$ cat config.mk
export PLATFORM = sky130hd
export DESIGN_NAME = shift_arbiter_flat
export DESIGN_NICKNAME = d
export VERILOG_FILES = /design/src/rtl/shift_arbiter_if.sv /design/src/rtl/shift_arbiter.sv /design/src/flat_wrapper.sv
export SDC_FILE = /design/constraint.sdc
export NUM_CORES = 1
export LEC_CHECK = 0
export ABC_AREA = 1
export CAP_MARGIN = 40
export CORE_MARGIN = 4
export CORE_UTILIZATION = 30
export DETAILED_ROUTE_END_ITERATION = 16
export GPL_TIMING_DRIVEN = 1
export PLACE_DENSITY = 0.54
export SYNTH_ARGS = -nofsm -noshare
export SYNTH_HDL_FRONTEND = slang
export SYNTH_SLANG_ARGS = --single-unit
$ cat constraint.sdc
create_clock -name clock -period 2.9 [get_ports clock]
set_input_delay 0.435 -clock clock [delete_from_list [all_inputs] [get_ports clock]]
set_output_delay 0.435 -clock clock [all_outputs]
set_load 0.02 [all_outputs]
$ cat src/rtl/shift_arbiter_if.sv
// Bundle of requester, result and counter signals for shift_arbiter.
// master: requesters and result consumer side; slave: the arbiter itself.
interface shift_arbiter_if;
  logic        a_valid;
  logic [31:0] a_data;
  logic [4:0]  a_amt;
  logic        a_ready;
  logic        b_valid;
  logic [31:0] b_data;
  logic [4:0]  b_amt;
  logic        b_ready;
  logic        out_valid;
  logic [31:0] out_data;
  logic        out_id;
  logic        out_ready;
  logic [7:0]  grant_cnt_a;
  logic [7:0]  grant_cnt_b;

  modport master (
    output a_valid, a_data, a_amt, b_valid, b_data, b_amt, out_ready,
    input  a_ready, b_ready, out_valid, out_data, out_id, grant_cnt_a, grant_cnt_b
  );

  modport slave (
    input  a_valid, a_data, a_amt, b_valid, b_data, b_amt, out_ready,
    output a_ready, b_ready, out_valid, out_data, out_id, grant_cnt_a, grant_cnt_b
  );
endinterface

$ cat src/rtl/shift_arbiter.sv
// Two-requester arbiter in front of one shared 32-bit logical right shifter.
// Results land in a single output register; a new grant may replace a result
// in the same cycle it is consumed, giving one result per cycle.
module shift_arbiter (
  input logic             clock,
  input logic             reset,
  shift_arbiter_if.slave  bus
);

  logic        out_valid_q, out_valid_d;
  logic [31:0] out_data_q, out_data_d;
  logic        out_id_q, out_id_d;
  logic        prio_q, prio_d;
  logic [7:0]  cnt_a_q, cnt_a_d;
  logic [7:0]  cnt_b_q, cnt_b_d;

  logic        can_accept;
  logic        grant_a;
  logic        grant_b;
  logic [31:0] sel_data;
  logic [4:0]  sel_amt;
  logic [31:0] shifted;

  // Arbitration: readies are suppressed during reset and while a held result is stalled.
  always_comb begin
    can_accept = reset & (~out_valid_q | bus.out_ready);
    grant_a    = can_accept & bus.a_valid & (~bus.b_valid | ~prio_q);
    grant_b    = can_accept & bus.b_valid & (~bus.a_valid | prio_q);
    sel_data   = grant_b ? bus.b_data : bus.a_data;
    sel_amt    = grant_b ? bus.b_amt : bus.a_amt;
  end

  // Shared log-stage barrel shifter, zero fill.
  always_comb begin
    shifted = sel_data;
    for (int i = 0; i < 5; i++) begin
      if (sel_amt[i]) shifted = shifted >> (1 << i);
    end
  end

  // Next-state: load on grant, drain on consume, otherwise hold.
  always_comb begin
    out_valid_d = out_valid_q;
    out_data_d  = out_data_q;
    out_id_d    = out_id_q;
    prio_d      = prio_q;
    cnt_a_d     = cnt_a_q;
    cnt_b_d     = cnt_b_q;
    if (grant_a || grant_b) begin
      out_valid_d = 1'b1;
      out_data_d  = shifted;
      out_id_d    = grant_b;
      prio_d      = ~grant_b;
      if (grant_a) cnt_a_d = cnt_a_q + 8'd1;
      if (grant_b) cnt_b_d = cnt_b_q + 8'd1;
    end else if (out_valid_q && bus.out_ready) begin
      out_valid_d = 1'b0;
    end
  end

  // State registers with synchronous active-low reset.
  always_ff @(posedge clock) begin
    if (!reset) begin
      out_valid_q <= 1'b0;
      out_data_q  <= 32'd0;
      out_id_q    <= 1'b0;
      prio_q      <= 1'b0;
      cnt_a_q     <= 8'd0;
      cnt_b_q     <= 8'd0;
    end else begin
      out_valid_q <= out_valid_d;
      out_data_q  <= out_data_d;
      out_id_q    <= out_id_d;
      prio_q      <= prio_d;
      cnt_a_q     <= cnt_a_d;
      cnt_b_q     <= cnt_b_d;
    end
  end

  assign bus.a_ready     = grant_a;
  assign bus.b_ready     = grant_b;
  assign bus.out_valid   = out_valid_q;
  assign bus.out_data    = out_data_q;
  assign bus.out_id      = out_id_q;
  assign bus.grant_cnt_a = cnt_a_q;
  assign bus.grant_cnt_b = cnt_b_q;

endmodule

$ cat src/flat_wrapper.sv
// flat-port wrapper written by rule: the top's interface ports become plain ports
module shift_arbiter_flat 
  (clock, reset, bus_a_valid, bus_a_data, bus_a_amt, bus_b_valid, bus_b_data, bus_b_amt, bus_out_ready, bus_a_ready, bus_b_ready, bus_out_valid, bus_out_data, bus_out_id, bus_grant_cnt_a, bus_grant_cnt_b);
  shift_arbiter_if bus_i ();
  input logic clock;
  input logic reset;
  input wire logic [$bits(bus_i.a_valid)-1:0] bus_a_valid;
  input wire logic [$bits(bus_i.a_data)-1:0] bus_a_data;
  input wire logic [$bits(bus_i.a_amt)-1:0] bus_a_amt;
  input wire logic [$bits(bus_i.b_valid)-1:0] bus_b_valid;
  input wire logic [$bits(bus_i.b_data)-1:0] bus_b_data;
  input wire logic [$bits(bus_i.b_amt)-1:0] bus_b_amt;
  input wire logic [$bits(bus_i.out_ready)-1:0] bus_out_ready;
  output wire logic [$bits(bus_i.a_ready)-1:0] bus_a_ready;
  output wire logic [$bits(bus_i.b_ready)-1:0] bus_b_ready;
  output wire logic [$bits(bus_i.out_valid)-1:0] bus_out_valid;
  output wire logic [$bits(bus_i.out_data)-1:0] bus_out_data;
  output wire logic [$bits(bus_i.out_id)-1:0] bus_out_id;
  output wire logic [$bits(bus_i.grant_cnt_a)-1:0] bus_grant_cnt_a;
  output wire logic [$bits(bus_i.grant_cnt_b)-1:0] bus_grant_cnt_b;
  assign bus_i.a_valid = bus_a_valid;
  assign bus_i.a_data = bus_a_data;
  assign bus_i.a_amt = bus_a_amt;
  assign bus_i.b_valid = bus_b_valid;
  assign bus_i.b_data = bus_b_data;
  assign bus_i.b_amt = bus_b_amt;
  assign bus_i.out_ready = bus_out_ready;
  assign bus_a_ready = bus_i.a_ready;
  assign bus_b_ready = bus_i.b_ready;
  assign bus_out_valid = bus_i.out_valid;
  assign bus_out_data = bus_i.out_data;
  assign bus_out_id = bus_i.out_id;
  assign bus_grant_cnt_a = bus_i.grant_cnt_a;
  assign bus_grant_cnt_b = bus_i.grant_cnt_b;
  shift_arbiter u_core (.clock(clock), .reset(reset), .bus(bus_i));
endmodule
Yosys cells after proc, flatten, opt, wreduce, memory -nomap -nowiden
Cells that the tools add are included.
{ "word_totals": {"reg_bits": 51, "inputBits": 79, "out_inout_bits": 52} }
{ "classes": {"n_addsub": 2, "muxes": 9, "n_bitwise": 13, "n_reduce_logical": 5} }
{ "ops": {"columns": ["cell", "count"], "rows": [
  ["$mux W32", 6],
  ["$add A8 B1 Y8 const B", 2],
  ["$and A1 B1 Y1", 5],
  ["$mux W5", 1],
  ["$not A1 Y1", 5],
  ["$reduce_and A2 Y1", 2],
  ["$or A1 B1 Y1", 3],
  ["$mux W1", 2],
  ["$reduce_bool A2 Y1", 1],
  ["$logic_and A1 B1 Y1", 1],
  ["$logic_or A1 B1 Y1", 1]
]} }

Logic depth before layout (Yosys ltp)
{ "depth": {"word_depth": 11, "mapped_depth": 17} }

Worst setup path before layout
OpenSTA, ideal clock, no wires.
{ "synth_timing": {"path_type": "flip-flop to flip-flop", "startpoint": "register u_core.out_valid_q (netlist: u_core.bus.out_valid)", "endpoint": "register u_core.out_data_q[8] (netlist: u_core.bus.out_data[8])", "setup_ns": 0.128, "t_arrival_ns": 1.714, "required_ns": 2.772, "slack_ns": 1.058, "path_stages_with_launch": 14, "path_buffers": 1, "cell_sequence": "dfxtp_1 nand2_1 nand2_2 nor2_4 or2_1 o21ai_4 inv_2 buf_6 nand3_1 nand2_1 nand3_1 nand2_1 a21oi_1 nor2_1"} }
{ "synth_via": {"elab_chain_cells": 11, "elab_cells_between_ends": 15, "classes_between": "mux: 7; bitwise: 7; reduce/logical: 1"} }
{ "synth_rtl": {"columns": ["item", "line_no", "rtl"], "rows": [
  ["start: declaration", "shift_arbiter.sv:10", "logic out_valid_q, out_valid_d;"],
  ["start signal: assignment", "shift_arbiter.sv:71", "out_valid_q <= out_valid_d;"],
  ["$not A1 Y1 (*)", "shift_arbiter.sv:26", "can_accept = reset & (~out_valid_q | bus.out_ready);"],
  ["$or A1 B1 Y1 (*)", "shift_arbiter.sv:26", null],
  ["$and A1 B1 Y1 (*)", "shift_arbiter.sv:26", null],
  ["$and A1 B1 Y1 (2 in a row)", "shift_arbiter.sv:28", "grant_b = can_accept & bus.b_valid & (~bus.a_valid | prio_q);"],
  ["$mux W32 / $mux W5 (equally long branches)", "shift_arbiter.sv:29, shift_arbiter.sv:30", null],
  ["$mux W32 (5 in a row)", "shift_arbiter.sv:37", "if (sel_amt[i]) shifted = shifted >> (1 << i);"],
  ["end signal: assignment", "shift_arbiter.sv:72", "out_data_q <= out_data_d;"],
  ["end: declaration", "shift_arbiter.sv:11", "logic [31:0] out_data_q, out_data_d;"]
]} }
Every way passes the cells marked *; elsewhere a longest branch is shown, timed or not.
A chain may end at the register's enable or synchronous reset.

Worst setup path after layout
{ "layout_timing": {"startpoint": "input bus_out_ready", "endpoint": "output bus_b_ready"} }
{ "layout_via": {"elab_chain_cells": 4} }
{ "layout_rtl": {"columns": ["item", "line_no", "rtl"], "rows": [
  ["start: declaration", "flat_wrapper.sv:13", "input wire logic [$bits(bus_i.out_ready)-1:0] bus_out_ready;"],
  ["$or A1 B1 Y1", "shift_arbiter.sv:26", null],
  ["$and A1 B1 Y1", "shift_arbiter.sv:26", null],
  ["$and A1 B1 Y1 (2 in a row)", "shift_arbiter.sv:28", null],
  ["end: declaration", "flat_wrapper.sv:15", "output wire logic [$bits(bus_i.b_ready)-1:0] bus_b_ready;"]
]} }
Every way passes these cells.

==> summary.md <==
| Metric | Value |
|---|---|
| Status | finished clean |
| Setup_tns | 0 ns |
| Yosys cell types | 34 |
| Final Hold Fails | 0 |
| Post-CTS setup buffers | 0 |
| Req. time, crit path | 2.47 ns |
| Crit-path max FO | 10 |
| Final worst slack | 0.214 ns |
| Clk buf depth | 2 |
| Data arrival time of the critical path | 2.25 ns |
| CP Class | in2out |
| Ys Warns | 0 |
| Number of H-tree levels | 2 |
| First-pass GRT wire length | 24.4 mm |
| CTS buffer count | 5 |
| Worst Setup Start Kind | input port |
| CTS sink count | 51 |
| Die span in y | 123 µm |
| Minimum clock period | 2.69 ns |
| Layout Cells excl Fill | 972 |
| Initial antenna violation count | 0 |
| Yosys reg bits | 51 |
| Row count | 41 |
| Die ar. | 15200 µm² |
| Leakage | 2.44 nW |
| Number of port buffers | 130 |
| Finish-stage setup viols | 0 |
| Vias in the first global route | 4756 |
| Met3 Wirelength | 1.16 mm |
| Peak supply drop | 0.000256 V |
| All-Layer GR Usage | 20.3% |
| Ant. Diodes | 0 |
| Post-Syn Instances | 681 |
| Final cycle utilization of the critical path | 92.6% |
| Root Driver | clkbuf_16 |
| Worst slew margin | 76.1% |
| Wire per inst | 16.0 µm |
| Final RePlAce weighted congestion | 0.834 |
| Most frequent cells in the layout | nand2_1, nand3_1, clkdlybuf4s50_1, dfxtp_1, a21oi_1 |
| Layout cells sized above 1 | 7.50% |
| Most common cell after layout, fill and taps aside | nand2_1 |
| RSZ-0062 raised after global routing | no |
| Ports | 131 |
| Max Slew Vio Count | 0 |
| Slew @ Worst Pin | 0.358 ns |
| Net Count, Synth | 762 |
| Wire length on met2 | 6.86 mm |
| CTS tree | yes |
| Maximum capacitance violations | 0 |
| Top cells by area, synth | dfxtp_1, nand3_1, nand2_1 |
| Drt first pass iters | 5 |
| Fillers | 1372 |
| P&R area growth vs syn | 43.7% |
| Clock slew at reported path FFs | 0.07 ns |
| Pin count of the biggest net entering global routing | 35 |
| Design area | 5750 µm² |
| Min-delay worst type | reg2reg |
| Post-CTS Resized | 0 |
| Detail Route Antenna Nets | 0 |
| Share of the synthesized area in the top cell type | 25.5% |
| Register area share after synthesis | 25.5% |
| Dominant cell type by area after synthesis | dfxtp_1 |
| First DRT Iteration DRCs | 384 |
| Initial core utilization | 31.2% |
| Drc violations | 0 |
| Highest Signal Layer | met4 |
| Minimum setup slack after placement | 0.111 ns |
| Synthesized area | 4000 µm² |
| Synthesized area per cell | 5.87 µm² |
| Via-to-Cell Ratio | 5.15 |
| M1 wire length | 7.12 mm |
| Vias | 5007 |
| Clk_lat worst skew | 0.29 ns |
| Gr ovfl total | 0 |
| Die Span X | 123 µm |
| Placeable Area | 12800 µm² |
| Placed cells | 964 |
| HPWL after detailed placement | 12.1 mm |
| Pwr/cell area | 421 nW/µm² |
| Cell Area, Placed | 5580 µm² |
| Clk_skew | 0.00567 ns |
| Fmax | 372 MHz |
| Final wirelength | 15.6 mm |
| Fin nets | 880 |
| Setup crit end kind | output pin |
| CTS Hold Buffers Added | 0 |
==> metrics by stage <==
stage	utilization, %	total power [W]	hold WS, ns
after global placement	43.5	0.00175	0.456
after floorplan	-	0.00136	0.508
after global routing	44.8	0.00257	0.492
final	44.8	0.00242	0.465
after CTS	44.8	0.00244	0.467
after detailed placement	43.5	0.00175	0.456
==> cell usage after synthesis <==
library cell and count:
nand2_2 3, dfxtp_1 51, a21oi_1 43, or2_1 2
ha_1 2, buf_4 8, a32oi_1 1, buf_6 3
o31ai_1 1, o21ai_1 4, or2_2 1, a21oi_4 2
buf_2 24, o21ai_4 1, nand3_1 201, inv_2 8
a22o_1 1, a22oi_1 1, nand3b_1 1, clkbuf_1 8
nand2_4 1, inv_1 33, nand2_1 228, a21oi_2 1
nand4_1 9, and3_1 4, nor2_4 2, o21ai_2 5
nor2_1 5, o21ai_0 9, nor3b_1 1, nor3_1 13
nand3_2 1, nor2_2 3
==> registers in the layout (all words and copies together), names as in the netlist <==
name,flops
u_core.bus.grant_cnt_b,8
u_core.bus.grant_cnt_a,8
u_core.bus.out_valid,1
u_core.bus.out_id,1
u_core.prio_q,1
u_core.bus.out_data,32
==> critical path, stage by stage <==
cell             delay [ns]
clkdlybuf4s50_1        0.47
inv_1                  0.07
nand2_1                0.10
nand2_2                0.07
nor2_4                 0.27
buf_4                  0.23
clkdlybuf4s50_1        0.61
==> kinds of logic (layout without fill, tap and decap cells) <==
| logic type | count (synthesis) | after routing | share of synthesized area, % |
|---|---|---|---|
| adder cells (fa/ha/maj) | 2 | 2 | 0.625 |
| flip-flops | 51 | 51 | 25.5 |
| AO/OA/AOI/OAI | 69 | 69 | 10.4 |
| buffers and inverters | 84 | 203 | 9.95 |
| AND/OR/NAND/NOR | 475 | 475 | 53.6 |
==> final cells by class <==
| type | instances | area [µm²] | share of cell area (%) |
|---|---|---|---|
| tap | 172 | 215 | 3.74 |
| clock buffer | 5 | 125 | 2.18 |
| sequential | 51 | 1020 | 17.8 |
| timing repair buffer | 154 | 1610 | 28.0 |
| inverter | 41 | 154 | 2.68 |
| multi-input combinational | 546 | 2580 | 44.9 |
| clock inverter | 3 | 43.8 | 0.762 |
==> routing by layer <==
layer | global-route usage [%] | up-vias
li1 | - | 2527
met5 | 0 | -
met1 | 27.2 | 2263
met3 | 4.57 | 28
met2 | 32.3 | 189
met4 | 6.99 | 0
==> path summary, 6_finish.rpt <==
kind         cells after the start                 endpoint               startpoint  slack (ns)
max                              7              bus_b_ready            bus_out_ready        0.21
min                              2  u_core.bus.out_data[19]  u_core.bus.out_data[19]        0.46
max reg2reg                     14   u_core.bus.out_data[7]            u_core.prio_q        0.72
min reg2reg                      2  u_core.bus.out_data[19]  u_core.bus.out_data[19]        0.46
==> power by group <==
group          switching [W]  internal [W]
combinational       0.000566      0.000403
clock               0.000277      0.000408
sequential         0.0000261      0.000739
(Power assumes the default switching activity.)
